===== src/rtl/thread_scheduler_pkg.sv =====
// Shared thread types for the multithreaded front end.
package common;

  localparam int n_threads = 4;

  typedef logic [$clog2(n_threads)-1:0] threadid_t;

  typedef enum logic [1:0] {
    T_READY   = 2'd0,
    T_TLBMISS = 2'd1,
    T_ICMISS  = 2'd2
  } thread_state_t;

endpackage


===== src/rtl/thread_scheduler_rr_arbiter.sv =====
// Round-robin pick among requesting threads, starting just after last_grant.
// Latency: combinational. Backpressure: none, the caller decides whether to take the grant.
module rr_arbiter #(
  parameter int N_THREADS = 4,
  localparam int TID_W = $clog2(N_THREADS)
) (
  input  logic [N_THREADS-1:0] req,
  input  logic [TID_W-1:0]     last_grant,
  output logic                 gnt_valid,
  output logic [TID_W-1:0]     gnt_id
);

  logic [TID_W-1:0]     start;
  logic [TID_W-1:0]     off;
  logic [N_THREADS-1:0] rot;

  assign start = last_grant + TID_W'(1);

  // N_THREADS is a power of two, so TID_W-wide sums wrap modulo N_THREADS.
  always_comb begin
    rot = '0;
    for (int i = 0; i < N_THREADS; i++) begin
      rot[i] = req[TID_W'(i) + start];
    end
  end

  always_comb begin
    off = '0;
    for (int i = N_THREADS - 1; i >= 0; i--) begin
      if (rot[i]) off = TID_W'(i);
    end
  end

  assign gnt_valid = |req;
  assign gnt_id    = start + off;

endmodule


===== src/rtl/thread_scheduler.sv =====
// Per-thread fetch scheduler: tracks miss state and grants eligible threads round-robin.
// Latency: grant registered at the end of the cycle it is computed. Backpressure: fetch_en=0 freezes grant and counter.
// Miss/fill state machines advance every cycle regardless of fetch_en.
module thread_scheduler
  import common::*;
#(
  parameter int N_THREADS = n_threads,
  parameter int TID_W     = $clog2(N_THREADS),
  parameter int CNT_W     = 32
) (
  input  logic                 clk,
  input  logic                 rst,
  input  logic                 fetch_en,
  input  logic [N_THREADS-1:0] thread_en,
  input  logic [N_THREADS-1:0] hz_block,
  input  logic                 if_icache_miss,
  input  logic                 if_itlb_miss,
  input  logic [TID_W-1:0]     if_miss_thread,
  input  logic                 icache_fill,
  input  logic                 itlb_fill,
  input  logic [TID_W-1:0]     fill_thread,
  output logic [TID_W-1:0]     if_thread,
  output logic                 if_valid,
  output logic [N_THREADS-1:0] ready_mask,
  output logic [CNT_W-1:0]     idle_cycles
);

  logic [N_THREADS-1:0] eligible;
  logic [TID_W-1:0]     last_grant;
  logic                 gnt_valid;
  logic [TID_W-1:0]     gnt_id;

  for (genvar t = 0; t < N_THREADS; t++) begin : g_thr
    localparam logic [TID_W-1:0] TID = TID_W'(t);

    thread_state_t state;
    logic          miss_hit;
    logic          fill_hit;

    assign miss_hit = (if_miss_thread == TID);
    assign fill_hit = (fill_thread == TID);

    assign ready_mask[t] = (state == T_READY);
    // A miss reported this cycle already disqualifies the thread from this cycle's grant.
    assign eligible[t]   = ready_mask[t] & thread_en[t] & ~hz_block[t]
                         & ~((if_icache_miss | if_itlb_miss) & miss_hit);

    always_ff @(posedge clk or posedge rst) begin
      if (rst) begin
        state <= T_READY;
      end else begin
        case (state)
          T_READY: begin
            if (if_itlb_miss && miss_hit)        state <= T_TLBMISS;
            else if (if_icache_miss && miss_hit) state <= T_ICMISS;
          end
          T_TLBMISS: if (itlb_fill && fill_hit)   state <= T_READY;
          T_ICMISS:  if (icache_fill && fill_hit) state <= T_READY;
          default:                                state <= T_READY;
        endcase
      end
    end
  end

  rr_arbiter #(.N_THREADS(N_THREADS)) u_rr (
    .req        (eligible),
    .last_grant (last_grant),
    .gnt_valid  (gnt_valid),
    .gnt_id     (gnt_id)
  );

  always_ff @(posedge clk or posedge rst) begin
    if (rst) begin
      if_thread   <= '0;
      if_valid    <= 1'b0;
      last_grant  <= TID_W'(N_THREADS - 1);
      idle_cycles <= '0;
    end else if (fetch_en) begin
      if (gnt_valid) begin
        if_thread  <= gnt_id;
        if_valid   <= 1'b1;
        last_grant <= gnt_id;
      end else begin
        if_valid    <= 1'b0;
        idle_cycles <= idle_cycles + CNT_W'(1);
      end
    end
  end

endmodule


===== config.mk =====
export PLATFORM = sky130hd
export DESIGN_NAME = thread_scheduler
export DESIGN_NICKNAME = d
export VERILOG_FILES = /design/src/rtl/thread_scheduler_pkg.sv /design/src/rtl/thread_scheduler_rr_arbiter.sv /design/src/rtl/thread_scheduler.sv
export SDC_FILE = /design/constraint.sdc
export NUM_CORES = 1
export LEC_CHECK = 0
export ABC_AREA = 1
export BUFFER_PORTS_ARGS = -buffer_cell sky130_fd_sc_hd__buf_2
export CAP_MARGIN = 20
export CORE_ASPECT_RATIO = 1.2
export CORE_UTILIZATION = 35
export CTS_BUF_LIST = sky130_fd_sc_hd__clkbuf_4
export CTS_CLUSTER_SIZE = 30
export DETAILED_ROUTE_END_ITERATION = 8
export PLACE_DENSITY = 0.56
export REMOVE_ABC_BUFFERS = 1
export SYNTH_ARGS = -nofsm -noshare
export SYNTH_HDL_FRONTEND = slang
export SYNTH_SLANG_ARGS = --single-unit

===== constraint.sdc =====
create_clock -name clk -period 2.3 [get_ports clk]
set_input_delay 0.23 -clock clk [delete_from_list [all_inputs] [get_ports clk]]
set_output_delay 0.23 -clock clk [all_outputs]
set_load 0.01 [all_outputs]

==> results.py <==
metrics = {
    "outcome": {
        "status": "complete, but fails checks",
        "violations": "design-rule violations",
    },
    "critical_path": {
        "required_ps": 2570,
        "worstSetupEndpointType": "flop",
        "crit_type": "flop to flop",
        "r2r_start": "last_grant[0]",
        "crit_start": "last_grant[0]",
        "arrival_ps": 2310,
        "cp_max_fo": 7,
        "startpoint_type": "flop",
    },
    "grt": {
        "grt_pass1_wl_mm": 11.53,
        "grt_use_total_pct": 17.14,
        "overflow": 0,
        "antenna_found_initial": 0,
        "grt_max_degree": 46,
        "grt_pass1_vias": 2559,
    },
    "route": {
        "routed_wl_mm": 6.812,
        "route.met3.wl_um": 283,
        "post-route-drc-count": 12,
        "vias_per_cell": 4.832,
        "wl_met1_mm": 3.042,
        "firstDrtPassIters": 6,
        "topRoutingLayerUsed": "met4",
        "num_vias": 2672,
        "met2_length_mm": 3.359,
        "ant_nets": 0,
        "drtIter0Drc": 114,
        "avgRoutedWirePerCell_um": 12.32,
    },
    "power": {
        "ir_drop_uv": 387.0,
        "power_mw": 2.662,
        "leakage_nw": 1.700,
        "power.density_nw_per_um2": 813.8,
    },
    "min_path": {
        "worst_hold_path_type": "input port to flop",
        "min_from": "fetch_en",
    },
    "clock_network": {
        "holdBufCountCts": 1,
        "clock_path_buffers": 2,
        "post_cts_buffers": 0,
        "clockRootBuffer": "clkbuf_4",
        "clk_pin_slew_ps": 130,
        "ctsResizeCount": 0,
        "clock_latency_ps": 370,
        "h-tree-depth": 2,
        "cts_buffers": 5,
        "cts_tree": "done",
        "cts_sinks": 45,
    },
    "timing": {
        "finalSetupTns_ps": 0,
        "setup_viol": 0,
        "worstMarginPinSlew_ps": 573.3,
        "finalHoldViolations": 0,
        "fin_crit_sh_pct": 88.88,
        "finalCriticalPeriod_ps": 2044,
        "slew_headroom_pct": 61.78,
        "skew_ps": 9.935,
        "slew_viol_final": 0,
        "worst_slack_ps": 255.7,
        "timing.fmax_mhz": 489.2,
        "whs_ps": 104.3,
        "rsz0062_at_grt": "no",
    },
    "synth": {
        "ys_types": 28,
        "ys_seq_elements": 45,
        "synth_cells": 398,
        "syn_area_um2": 2824,
        "synth-seq-area-share_pct": 39.96,
        "syn_avg_cell_area_um2": 7.095,
        "yosysWarnings": 0,
    },
    "floorplanning": {
        "fp.dieArea_um2": 8434,
        "initial_core_util_pct": 36.43,
        "design.core.area_um2": 7751,
        "io_pins": 58,
        "fp.dieW_um": 84,
        "die_h_um": 100.4,
        "rows": 35,
    },
    "place": {
        "gp_congestion": 0.9543,
        "placed_area_um2": 3206,
        "place_ws_ps": 307.4,
        "dpl.cell_count": 544,
        "dp_hpwl_mm": 5.320,
        "port_buffers": 57,
    },
    "final_layout": {
        "n_antenna_cell": 0,
        "finalNetCount": 481,
        "final_cells": 553,
        "area_growth_pct": 15.82,
        "fin_area_um2": 3271,
        "final_util_pct": 42.20,
        "drive_above_1_share_pct": 16.70,
    },
    "flow_run": {
        "maxCapViolCount": 0,
    },
}
-- layout make-up --
type                    count  area [um2]
clock buffers               5       37.54
clock inverters             3       17.52
fillers                   862        4481
inverters                  54       202.7
multi-input cells         294        1459
flip-flops and latches     45        1129
well taps                  92       115.1
repair buffers             60       310.3
-- Yosys cell counts --
cell type | count | share of area [%]
a21oi_1 | 7 | 1.2
a31oi_1 | 1 | 0.22
buf_2 | 3 | 0.53
buf_4 | 1 | 0.27
buf_6 | 1 | 0.40
clkinv_1 | 1 | 0.13
dfrtp_1 | 43 | 38
dfstp_2 | 2 | 1.9
ha_1 | 2 | 0.89
inv_1 | 50 | 6.6
inv_2 | 3 | 0.40
nand2_1 | 129 | 17
nand2_2 | 1 | 0.22
nand3_1 | 37 | 6.6
nand3_2 | 2 | 0.71
nand4_1 | 10 | 2.2
nand4_4 | 1 | 0.75
nor2_1 | 43 | 5.7
nor2_8 | 1 | 0.71
nor3_1 | 14 | 2.5
nor3b_1 | 1 | 0.27
nor4_1 | 2 | 0.44
o21ai_0 | 7 | 1.2
o21ai_1 | 2 | 0.35
o31ai_1 | 1 | 0.27
o32ai_1 | 4 | 1.2
xnor2_1 | 16 | 5.0
xor2_1 | 13 | 4.0
-- path summary, 6_finish.rpt --
| path | to | slack (ps) | cells after the start |
|---|---|---|---|
| worst min-delay path | if_valid | 100 | 3 |
| min in group asynchronous | if_valid | 530 | 4 |
| worst min register to register | if_thread[0] | 480 | 2 |
| max in group asynchronous | g_thr[0].state[0] | 1360 | 4 |
| worst max-delay path | if_thread[1] | 260 | 13 |
| worst max register to register | if_thread[1] | 260 | 13 |
-- sequential cells by signal, indices dropped and copies added (netlist names) --
signal and count:
idle_cycles 32, g_thr.state 8, last_grant 2, if_valid 1, if_thread 2
-- worst max-delay path, stage by stage (launching register included) --
cell and delay (ps):
dfstp_2 610, inv_1 130, nand2_1 90, nand2_1 100, inv_1 90, nand3_1 80
nand2_1 100, a31oi_1 80, nor2_1 110, ha_1 170, xnor2_1 130, nand3_1 90
nand3_1 110, nand2_1 60
-- where the power goes --
group          internal (mW)  switching, mW  total, mW
Clock                  0.116          0.274      0.391
Sequential             0.969          0.149       1.12
Combinational          0.421          0.731       1.15
-- cells by family (layout without fill, tap and decap cells) --
family          count (synthesis)  in the layout  synth area share [%]
compound gates                 22             22                 4.563
simple gates                  241            241                 37.22
xor+xnor                       29             29                 8.994
fa+ha+maj                       2              2                0.8860
buf+inv                        59            122                 8.374
flops                          45             45                 39.96
-- layout by cell type (no fill, tap or decap), types with 4 or more instances in the layout --
master    count
inv_1        49
xor2_1       13
nor3_1       14
inv_2         4
nor2_1       43
o21ai_0       7
a21oi_1       7
xnor2_1      16
clkbuf_4      5
nand2_1     129
nand3_1      37
buf_2        57
dfrtp_1      43
o32ai_1       4
nand4_1      10
-- routing by layer --
metal | track usage, % | vias up
met5 | 0 | -
met4 | 5.438 | 0
met3 | 3.372 | 12
met2 | 30.90 | 48
met1 | 20.54 | 1228
li1 | - | 1384
Power figures use the tool's default switching activity.
